### src/rtl/pulse_train_gen_if.sv
// Command channel for pulse_train_gen: valid/ready handshake plus the high/low/count fields.
interface pulse_train_gen_if #(
  parameter int unsigned CNT_W = 8,
  parameter int unsigned REP_W = 8
);
  logic             cmd_valid_i;
  logic             cmd_ready_o;
  logic [CNT_W-1:0] high_len_i;
  logic [CNT_W-1:0] low_len_i;
  logic [REP_W-1:0] count_i;

  modport master (
    output cmd_valid_i,
    output high_len_i,
    output low_len_i,
    output count_i,
    input  cmd_ready_o
  );

  modport slave (
    input  cmd_valid_i,
    input  high_len_i,
    input  low_len_i,
    input  count_i,
    output cmd_ready_o
  );
endinterface

### src/rtl/pulse_train_gen.sv
// Command-driven pulse train generator: emits count_i high pulses of the requested high/low lengths on wave_o.
// Optional macro PULSE_TRAIN_EDGE_FLAGS_EN adds registered rise_o/fall_o edge flags aligned with wave_o.
module pulse_train_gen #(
  parameter int unsigned CNT_W = 8,
  parameter int unsigned REP_W = 8
) (
  input  logic                clk,
  input  logic                reset,
  pulse_train_gen_if.slave    cmd,
  input  logic                abort_i,
  output logic                wave_o,
  output logic                busy_o,
  output logic                done_o
`ifdef PULSE_TRAIN_EDGE_FLAGS_EN
  ,
  output logic                rise_o,
  output logic                fall_o
`endif
);

  typedef enum logic [1:0] {
    IDLE = 2'd0,
    HIGH = 2'd1,
    LOW  = 2'd2
  } state_t;

  state_t           state;
  logic [CNT_W-1:0] phase_cnt;
  logic [REP_W-1:0] pulse_cnt;
  logic [CNT_W-1:0] high_len_q;
  logic [CNT_W-1:0] low_len_q;
  logic             accept;

  // A zero length behaves as one cycle, so the counter reload is max(len,1)-1.
  function automatic logic [CNT_W-1:0] phase_load(input logic [CNT_W-1:0] len);
    return (len == '0) ? '0 : len - CNT_W'(1);
  endfunction

  assign cmd.cmd_ready_o = (state == IDLE);
  assign accept          = cmd.cmd_valid_i && (state == IDLE);

  always_ff @(posedge clk or posedge reset) begin
    if (reset) begin
      state      <= IDLE;
      phase_cnt  <= '0;
      pulse_cnt  <= '0;
      high_len_q <= '0;
      low_len_q  <= '0;
      wave_o     <= 1'b0;
      busy_o     <= 1'b0;
      done_o     <= 1'b0;
`ifdef PULSE_TRAIN_EDGE_FLAGS_EN
      rise_o     <= 1'b0;
      fall_o     <= 1'b0;
`endif
    end else begin
      done_o <= 1'b0;
`ifdef PULSE_TRAIN_EDGE_FLAGS_EN
      rise_o <= 1'b0;
      fall_o <= 1'b0;
`endif
      unique case (state)
        IDLE: begin
          // Abort is meaningless here; a coincident command is still taken.
          if (accept) begin
            if (cmd.count_i != '0) begin
              state      <= HIGH;
              wave_o     <= 1'b1;
              busy_o     <= 1'b1;
              high_len_q <= cmd.high_len_i;
              low_len_q  <= cmd.low_len_i;
              phase_cnt  <= phase_load(cmd.high_len_i);
              pulse_cnt  <= cmd.count_i;
`ifdef PULSE_TRAIN_EDGE_FLAGS_EN
              rise_o     <= 1'b1;
`endif
            end else begin
              done_o <= 1'b1;
            end
          end
        end

        HIGH: begin
          if (abort_i) begin
            state  <= IDLE;
            wave_o <= 1'b0;
            busy_o <= 1'b0;
            done_o <= 1'b1;
`ifdef PULSE_TRAIN_EDGE_FLAGS_EN
            fall_o <= 1'b1;
`endif
          end else if (phase_cnt == '0) begin
            state     <= LOW;
            wave_o    <= 1'b0;
            phase_cnt <= phase_load(low_len_q);
`ifdef PULSE_TRAIN_EDGE_FLAGS_EN
            fall_o    <= 1'b1;
`endif
          end else begin
            phase_cnt <= phase_cnt - CNT_W'(1);
          end
        end

        LOW: begin
          if (abort_i) begin
            state  <= IDLE;
            wave_o <= 1'b0;
            busy_o <= 1'b0;
            done_o <= 1'b1;
          end else if (phase_cnt == '0) begin
            pulse_cnt <= pulse_cnt - REP_W'(1);
            // Last pulse finishes only after its full low phase.
            if (pulse_cnt != REP_W'(1)) begin
              state     <= HIGH;
              wave_o    <= 1'b1;
              phase_cnt <= phase_load(high_len_q);
`ifdef PULSE_TRAIN_EDGE_FLAGS_EN
              rise_o    <= 1'b1;
`endif
            end else begin
              state  <= IDLE;
              busy_o <= 1'b0;
              done_o <= 1'b1;
            end
          end else begin
            phase_cnt <= phase_cnt - CNT_W'(1);
          end
        end

        default: begin
          state  <= IDLE;
          wave_o <= 1'b0;
          busy_o <= 1'b0;
        end
      endcase
    end
  end

endmodule

### src/flat_wrapper.sv
// flat-port wrapper written by rule: the top's interface ports become plain ports
module pulse_train_gen_flat 
#(
  parameter int unsigned CNT_W = 8,
  parameter int unsigned REP_W = 8
)
  (clk, reset, abort_i, wave_o, busy_o, done_o, cmd_cmd_valid_i, cmd_high_len_i, cmd_low_len_i, cmd_count_i, cmd_cmd_ready_o);
  pulse_train_gen_if #(.CNT_W(CNT_W), .REP_W(REP_W)) cmd_i ();
  input  logic clk;
  input  logic reset;
  input  logic abort_i;
  output logic wave_o;
  output logic busy_o;
  output logic done_o;
  input wire logic [$bits(cmd_i.cmd_valid_i)-1:0] cmd_cmd_valid_i;
  input wire logic [$bits(cmd_i.high_len_i)-1:0] cmd_high_len_i;
  input wire logic [$bits(cmd_i.low_len_i)-1:0] cmd_low_len_i;
  input wire logic [$bits(cmd_i.count_i)-1:0] cmd_count_i;
  output wire logic [$bits(cmd_i.cmd_ready_o)-1:0] cmd_cmd_ready_o;
  assign cmd_i.cmd_valid_i = cmd_cmd_valid_i;
  assign cmd_i.high_len_i = cmd_high_len_i;
  assign cmd_i.low_len_i = cmd_low_len_i;
  assign cmd_i.count_i = cmd_count_i;
  assign cmd_cmd_ready_o = cmd_i.cmd_ready_o;
  pulse_train_gen #(.CNT_W(CNT_W), .REP_W(REP_W)) u_core (.clk(clk), .reset(reset), .cmd(cmd_i), .abort_i(abort_i), .wave_o(wave_o), .busy_o(busy_o), .done_o(done_o));
endmodule
### config.mk
export PLATFORM = sky130hd
export DESIGN_NAME = pulse_train_gen_flat
export DESIGN_NICKNAME = d
export VERILOG_FILES = /design/src/rtl/pulse_train_gen_if.sv /design/src/rtl/pulse_train_gen.sv /design/src/flat_wrapper.sv
export SDC_FILE = /design/constraint.sdc
export NUM_CORES = 1
export LEC_CHECK = 0
export ABC_AREA = 1
export CORE_MARGIN = 5
export CORE_UTILIZATION = 45
export CTS_BUF_LIST = sky130_fd_sc_hd__clkbuf_4
export DETAILED_ROUTE_END_ITERATION = 7
export GPL_TIMING_DRIVEN = 1
export MAX_ROUTING_LAYER = met4
export PLACE_DENSITY = 0.66
export SLEW_MARGIN = 20
export SYNTH_ARGS = -nofsm -noshare
export SYNTH_HDL_FRONTEND = slang
export SYNTH_SLANG_ARGS = --single-unit
### constraint.sdc
create_clock -name clk -period 1.9 [get_ports clk]
set_input_delay 0.285 -clock clk [delete_from_list [all_inputs] [get_ports clk]]
set_output_delay 0.285 -clock clk [all_outputs]
set_load 0.005 [all_outputs]
Word-level counts from Yosys, hierarchy flattened. Cells that the tools add are included.

Add/subtract/negate cells: 5. Reduce and logical (&&, ||, !) cells: 15. Muxes and demuxes: 44. Eq/ne operators: 14.

Operators by type and width (number): 8-bit 2-to-1 mux (14); 8-bit by 1-bit subtractor with 8-bit output (second input constant) (5); 8-bit logical NOT (4); 8-bit one-hot mux with 3 select lines (1); 1-bit 2-to-1 mux (18); 8-bit one-hot mux with 2 select lines (1); 5-bit AND reduction (3); 2-bit 2-to-1 mux (6); 3-bit by 2-bit != test with 1-bit output (second input constant) (3); 1-bit one-hot mux with 3 select lines (3); 8-bit by 1-bit != test with 1-bit output (second input constant) (1); 8-bit nonzero test (1); 2-bit by 1-bit != test with 1-bit output (second input constant) (3); 2-bit != test (second input constant) (3); 3-bit != test (second input constant) (2); 2-bit one-hot mux with 3 select lines (1); 6-bit AND reduction (1); 4-bit AND reduction (1); 3-bit AND reduction (1); 3-bit nonzero test (1); 2-bit by 1-bit equality test with 1-bit output (second input constant) (1); 2-bit equality test (second input constant) (1); 2-bit logical NOT (1); 2-bit nonzero test (1); 1-bit logical AND (1).

Bits of input ports: 28. Bits in registers: 37. Logic and storage cells: 86.

Logic depth before layout (Yosys ltp). Gate-level depths: netlist (run 1).

Depth in word-level cells: 6. Depth in mapped cells: 12. Mapped depth without buffers: 11.

Worst setup path before layout (run 1). OpenSTA, ideal clock, no wires.

Kind: register to register. Start: register u_core.state[1]. End: register u_core.phase_cnt[2]. Setup time: 0.117 ns. Slack: 0.264 ns. Data required time: 1.783 ns. Data arrival time: 1.519 ns. Stages on the path, launching flop included: 11. Clock period less this slack: 1.636 ns. Path buffers: 1. Cells stage by stage: dfrtp_1 > inv_1 > ha_1 > clkbuf_1 > nor2_1 > nor2_1 > o21bai_2 > nor2_4 > nand2_1 > nor2_1 > nor2_1.

Longest elaborated chain between the ends: 4. Elaborated cells on any way between the ends: 12. Classes of those cells: eq/ne: 7; mux: 1; reduce/logical: 4.

RTL lines: start, declared (RTL line pulse_train_gen.sv:27) `state_t state;`; start signal, assigned (RTL line pulse_train_gen.sv:44) `state <= IDLE;`; start signal, assigned (RTL line pulse_train_gen.sv:67) `state <= HIGH;`; start signal, assigned (RTL line pulse_train_gen.sv:85) `state <= IDLE;`; 2-bit logical NOT (RTL line pulse_train_gen.sv:40, pulse_train_gen.sv:62); 1-bit logical AND (RTL line pulse_train_gen.sv:40) `assign accept = cmd.cmd_valid_i && (state == IDLE);`; 2-bit by 1-bit != test with 1-bit output (no line); 6-bit AND reduction (no line); end signal, assigned (RTL line pulse_train_gen.sv:72) `phase_cnt <= phase_load(cmd.high_len_i);`; end signal, assigned (RTL line pulse_train_gen.sv:95) `phase_cnt <= phase_load(low_len_q);`; end signal, assigned (RTL line pulse_train_gen.sv:100) `phase_cnt <= phase_cnt - CNT_W'(1);`; end, declared (RTL line pulse_train_gen.sv:28) `logic [CNT_W-1:0] phase_cnt;`.

Several ways; a longest one is shown, not always the timed one. A chain may end at the register's enable or synchronous reset.

Final worst setup path (run 1).
Start: register u_core.state[1]. End: output cmd_cmd_ready_o.

Longest elaborated chain between the ends: 1.

RTL lines: 2-bit logical NOT (RTL line pulse_train_gen.sv:39) `assign cmd.cmd_ready_o = (state == IDLE);`; end, declared (RTL line flat_wrapper.sv:19) `output wire logic [$bits(cmd_i.cmd_ready_o)-1:0] cmd_cmd_ready_o;`.

No other way between the ends.

==> results.md, run 1 <==
* Status: finished, final reports clean
* Slew @ Worst Pin at 0.479 ns
* Number of port buffers at 31
* Main flop type after synthesis: dfrtp_1
* R2R Path End: u_core.phase_cnt[2]
* GRT Residual Overflow at 0
* Crit. End Element: output port
* Mapped Area at 2850 um2
* Worst-path clk slew at 0.12 ns
* DRC errors left at 0
* Via count at 2740
* Lkg Pwr at 1.64 nW
* WL per Instance at 12.5 um
* Area of the multi-input gates at 1650 um2
* Share of layout cells above drive strength 1 at 10.1%
* RD Place Congestion at 0.875
* Largest family of logic cells by synthesized area: simple AND/OR/NAND/NOR gates
* DIE HEIGHT at 89.6 um
* Final WS setup at 0.0909 ns
* FF+latch count, synth at 37
* FMAX at 0.553 GHz
* Worst r2r src: u_core.state[0]
* CP Class: flip-flop to output port
* Area leader, netlist: dfrtp_1
* Power Density at 1440 nW/um2
* Max-slew violations at 0
* Clock Skews at 0.0127 ns
* Post-Syn Nets at 465
* Post-DP HPWL at 5300 um
* Largest net degree at the start of global routing at 38
* I/O pin count at 32
* Post-synth EDFFs at 0
* Diode count at 0
* Clock sinks at 37
* Period utilization at 95.2%
* Initial core utilization at 45.6%
* Iter 0 DRT Violations at 128
* Layout Nets at 508
* Max FO, Critical Path at 3
* Min-delay worst type: input pin to asynchronous set/reset pin
* Mux cell area share after synthesis at 0.395%
* Fill count at 616
* Setup WS pre-CTS at 0.0235 ns
* Area grow syn2layout at 19.5%
* Post-synthesis async set-or-reset flop share at 100%
* Die Area at 8020 um2
* Setup-failing EPs final at 0
* Cts bufs inserted at 5
* Setup crit start kind: flip-flop
* Row count at 29
* Share of the synthesized area in the top cell type at 32.5%
* Setup_tns at 0 ns
* Period minus WS final at 1.81 ns
* Die width at 89.6 um
* Number of detailed-route iterations in the first pass at 4
* RSZ-0062 raised after global routing: false
* Initial antenna violation count at 0
* DRT antenna net count at 0
* Max IR drop VDD at 0.000722 V
* R2R cell count at 11
* Ys Warns at 0
* Total track usage at 19.0%
* Synth Area in Compound Gates at 14.1%
* Total routed wirelength at 6790 um
* Clock buffer depth at 2
* Most numerous cell in the Yosys netlist: nand2_1
* Synth area leaders: dfrtp_1, nand2_1, nor2_1
* Final Hold Vio Count at 0
* Synth cell types at 35
* Vias/cell at 5.04
* Post-synthesis adder-cell area fraction at 6.15%
* First-pass GRT wire length at 11600 um
* Synth top cells by count: nand2_1, nor2_1, inv_1, dfrtp_1, o21ai_0
* Rel. slew slack at 68.1%
* Post-Syn Instances at 423
* Clk Latency, worst-skew pair at 0.35 ns
* Register Area at 926 um2
* Vias in the first global route at 2583
* CTS tree: done
* Total core area at 6240 um2
* Worst R2R Setup Slack at 0.13 ns
* Sequential-to-total area share from yosys stat at 32.5%
* Post-Synth XOR/XNOR Area at 3.07%
* Max cap viols at 0
* CTS root buffer: clkbuf_4
* Synth Area in Simple Gates at 33.7%
* Avg Synthesized Cell Area at 6.74 um2
* H-tree lvl count at 2
* WP data arrival at 1.52 ns
* Crit path required time at 1.62 ns
[cell usage in the layout (no fill, tap or decap), drive strengths merged]
master          n
clkdlybuf4s50  31
mux2            1
a31oi           2
a21oi          21
clkbuf          5
nand2          96
nor3            3
and2            1
xor2            9
o21ai          38
bufinv          1
nor2           84
o211ai          4
o22ai           1
dfrtp          37
inv            59
nand4           8
clkinv          2
nor4            1
buf            13
nand3          29
ha             14
nand3b          2
clkinvlp        1
o21bai          3
xnor2           1
[through the flow]
| step | total power [W] | area (um2) | utilization, % | cells | hold WS [ns] |
|---|---|---|---|---|---|
| after floorplan | 0.00354 | 2850 | - | 423 | 0.429 |
| after global placement | 0.00425 | 3300 | 52.9 | 535 | 0.477 |
| after detailed placement | 0.00429 | 3300 | 52.9 | 535 | 0.486 |
| after CTS | 0.00491 | 3390 | 54.4 | 543 | 0.341 |
| after global routing | 0.00544 | 3410 | 54.6 | 544 | 0.373 |
| final | 0.00490 | 3410 | 54.6 | 544 | 0.336 |
[flip-flops by register name, indices dropped and copies added, names as in the netlist]
name	cells
u_core.done_o	1
u_core.busy_o	1
u_core.high_len_q	8
u_core.pulse_cnt	8
u_core.wave_o	1
u_core.phase_cnt	8
u_core.low_len_q	8
u_core.state	2
[worst max-delay path, stage by stage (launching register included)]
cell	delay, ns
dfrtp_1	0.43
inv_2	0.10
ha_4	0.15
clkdlybuf4s50_1	0.49
[layer usage]
| layer | vias up | global-route usage, % | share of wire, % |
|---|---|---|---|
| li1 | 1437 | - | - |
| met1 | 1248 | 24.6 | 47 |
| met2 | 48 | 30.7 | 48 |
| met3 | 7 | 3.38 | 3.5 |
| met4 | 0 | 5.28 | 0.91 |
| met5 | - | - | 0 |
[worst max path at each step]
stage | start | to | slack, ns | depth (start not counted)
finish | u_core.state[1] | cmd_cmd_ready_o | 0.09 | 3
global route | u_core.state[0] | u_core.phase_cnt[0] | 0.02 | 9
CTS | u_core.state[0] | cmd_cmd_ready_o | 0.02 | 3
detailed placement | cmd_count_i[5] | u_core.phase_cnt[2] | 0.02 | 10
global placement | cmd_count_i[5] | u_core.phase_cnt[0] | 0.05 | 10
floorplan | u_core.state[1] | u_core.phase_cnt[2] | 0.26 | 10
[cell families after synthesis]
logic type,after synthesis
compound gates,69
mux,1
flops,37
simple gates,224
xor+xnor,10
fa+ha+maj,14
buf+inv,68
[final cells by class]
class                   instances  share of cell area (%)
repair buffers                 44                    12.3
inverters                      60                    6.76
well taps                      77                    2.83
clock inverters                 3                    1.21
clock buffers                   5                    1.10
multi-input cells             318                    48.6
flip-flops and latches         37                    27.2
[repair_timing]
item,in CTS,in global routing
hold buffers,0,0
pin swaps,0,2
resized for setup,4,2
cloned,0,0
endpoints found under the setup margin,1,10
setup buffers,0,1
[power breakdown]
group          internal (W)  switching, W
sequential          0.00118      0.000351
combinational       0.00114       0.00169
clock              0.000273      0.000277
total               0.00259       0.00232
No activity file was read; power rests on OpenSTA's default activity.
==> run 2, diff against run 1 <==
--- a/config.mk
+++ b/config.mk
@@ -6,13 +6,15 @@
 export NUM_CORES = 1
 export LEC_CHECK = 0
 export ABC_AREA = 1
+export CORE_ASPECT_RATIO = 1.25
 export CORE_MARGIN = 5
 export CORE_UTILIZATION = 45
 export CTS_BUF_LIST = sky130_fd_sc_hd__clkbuf_4
+export CTS_CLUSTER_SIZE = 14
 export DETAILED_ROUTE_END_ITERATION = 7
 export GPL_TIMING_DRIVEN = 1
 export MAX_ROUTING_LAYER = met4
-export PLACE_DENSITY = 0.66
+export PLACE_DENSITY = 0.65
 export SLEW_MARGIN = 20
 export SYNTH_ARGS = -nofsm -noshare
 export SYNTH_HDL_FRONTEND = slang
==> run 2 against run 1 <==
Compared with the run above: die area grew 0.12%; critical path depth is the same; count of clock-buffer cells in the layout is 1 higher; first-iteration DRC count increased by 27%; largest cell class unchanged.
==> results.md, run 2 (synthesis gave the netlist of run 1 again) <==
* Status: finished, final reports clean
* Net Sw Power at 0.00236 W
* Number of port buffers at 31
* Initial antenna violation count at 0
* Row count at 32
* Number of cells on the critical path at 3
* Via count at 2789
* Logic pwr share at 59.6%
* First-pass GRT wire length at 12400 um
* Number of detailed-route iterations in the first pass at 4
* CP Buf/Inv Count at 2
* Crit. End Element: output port
* Clk Latency, worst-skew pair at 0.35 ns
* Clock Skews at 0.0142 ns
* Max-slew violations at 0
* Critical Path Max Stage Delay at 0.50 ns
* Die width at 81.2 um
* Max IR drop VDD at 0.000682 V
* Worst-path clk slew at 0.12 ns
* Final Hold Vio Count at 0
* WP data arrival at 1.54 ns
* FMAX at 0.548 GHz
* DRT antenna net count at 0
* Setup_tns at 0 ns
* Share of layout cells above drive strength 1 at 10.9%
* Initial core utilization at 46.2%
* I/O pin count at 32
* Total routed wirelength at 7090 um
* Most common cell after layout, fill and taps aside: nand2_1
* Clock buffer depth at 2
* Period minus WS final at 1.82 ns
* DIE HEIGHT at 99.0 um
* Pint at 0.00251 W
* Vias in the first global route at 2755
* Total core area at 6170 um2
* Crit path required time at 1.62 ns
* Die Area at 8030 um2
* Power Density at 1430 nW/um2
* Critical-path cell list: inv_2 > ha_4 > clkdlybuf4s50_1
* RSZ-0062 raised after global routing: false
* Iter 0 DRT Violations at 163
* Vias/cell at 5.03
* Max FO, Critical Path at 4
* Clock power frac at 8.8%
* Setup-failing EPs final at 0
* Total track usage at 20.1%
* Post-DP HPWL at 5590 um
* Period utilization at 96.0%
* Rel. slew slack at 67.5%
* H-tree lvl count at 2
* Max cap viols at 0
* Clock sinks at 37
* Sequential fraction of design power at 31.5%
* CTS tree: done
* Cell family with most CP delay: buffers and inverters
* Lkg Pwr at 1.65 nW
* Slew @ Worst Pin at 0.487 ns
* DRC errors left at 0
* Fin area at 3410 um2
* Layout Nets at 511
* Largest net degree at the start of global routing at 38
* CTS root buffer: clkbuf_4
* GRT Residual Overflow at 0
* R2R cell count at 9
* Placed cell areas at 3330 um2
* Slowest cell on the critical path: clkdlybuf4s50_1
* WL per Instance at 12.8 um
* Min-delay worst type: input pin to asynchronous set/reset pin
* RD Place Congestion at 0.918
* Diode count at 0
* Cts bufs inserted at 5
* Hold_buf cts at 0
* Net Sw Frac at 48.5%
* Commonest non-fill, non-tap cells in the layout: nand2_1, nor2_1, inv_1, dfrtp_1, o21ai_0
* Area grow syn2layout at 19.9%
* Setup crit start kind: flip-flop
* CP Class: flip-flop to output port
run 2: routing by layer:
metal / vias to the layer above / GRT usage [%] / routed length, um
li1: 1444 / - / -
met1: 1288 / 22.0 / 2930
met2: 49 / 36.2 / 3850
met3: 8 / 3.20 / 206
met4: 0 / 6.37 / 102
met5: - / - / 0
run 2: per-stage QoR:
stage / util (%) / hold slack [ns] / setup WS (ns) / instances / total power, W
2_1_floorplan: - / 0.429 / 0.264 / 423 / 0.00354
3_3_place_gp: 54.0 / 0.483 / 0.0828 / 545 / 0.00431
3_5_place_dp: 54.0 / 0.486 / 0.0229 / 545 / 0.00437
4_1_cts: 55.1 / 0.352 / 0.00821 / 553 / 0.00486
5_1_grt: 55.4 / 0.380 / 0.00371 / 555 / 0.00540
6_report: 55.4 / 0.346 / 0.0756 / 555 / 0.00487
run 2: worst min-delay path: stages:
cell	delay [ns]
clkdlybuf4s50_1	0.40
inv_1	0.05
buf_4	0.41
run 2: path summary, 6_finish.rpt:
kind | startpoint | end | slack (ns)
min in group clk | cmd_low_len_i[0] | u_core.low_len_q[0] | 0.50
worst min register to register | u_core.wave_o | u_core.wave_o | 0.51
worst max register to register | u_core.state[0] | u_core.phase_cnt[2] | 0.11
worst max-delay path | u_core.state[0] | cmd_cmd_ready_o | 0.08
max in group asynchronous | reset | u_core.high_len_q[5] | 1.21
worst min-delay path | reset | u_core.low_len_q[0] | 0.35
run 2: layout make-up:
type | instances | area [um2]
Multi-Input combinational cell | 318 | 1650
Inverter | 60 | 233
Tap cell | 85 | 106
Timing Repair Buffer | 47 | 443
Clock buffer | 6 | 45.0
Sequential cell | 37 | 926
Clock inverter | 2 | 10.0
Fill cell | 646 | 2750
run 2: power by group through the flow:
stage,clock [W],combinational (W),sequential (W)
final,0.000430,0.00291,0.00154
after global routing,0.000473,0.00334,0.00159
after CTS,0.000447,0.00288,0.00153
after detailed placement,0,0.00282,0.00155
after global placement,0,0.00278,0.00153
after floorplan,0,0.00210,0.00144
run 2: timing repair:
item / CTS / global route
buffers inserted: 0 / 2
setup endpoints to repair: 1 / 8
cloned: 0 / 0
pin swaps: 1 / 2
gates resized for setup: 4 / 4
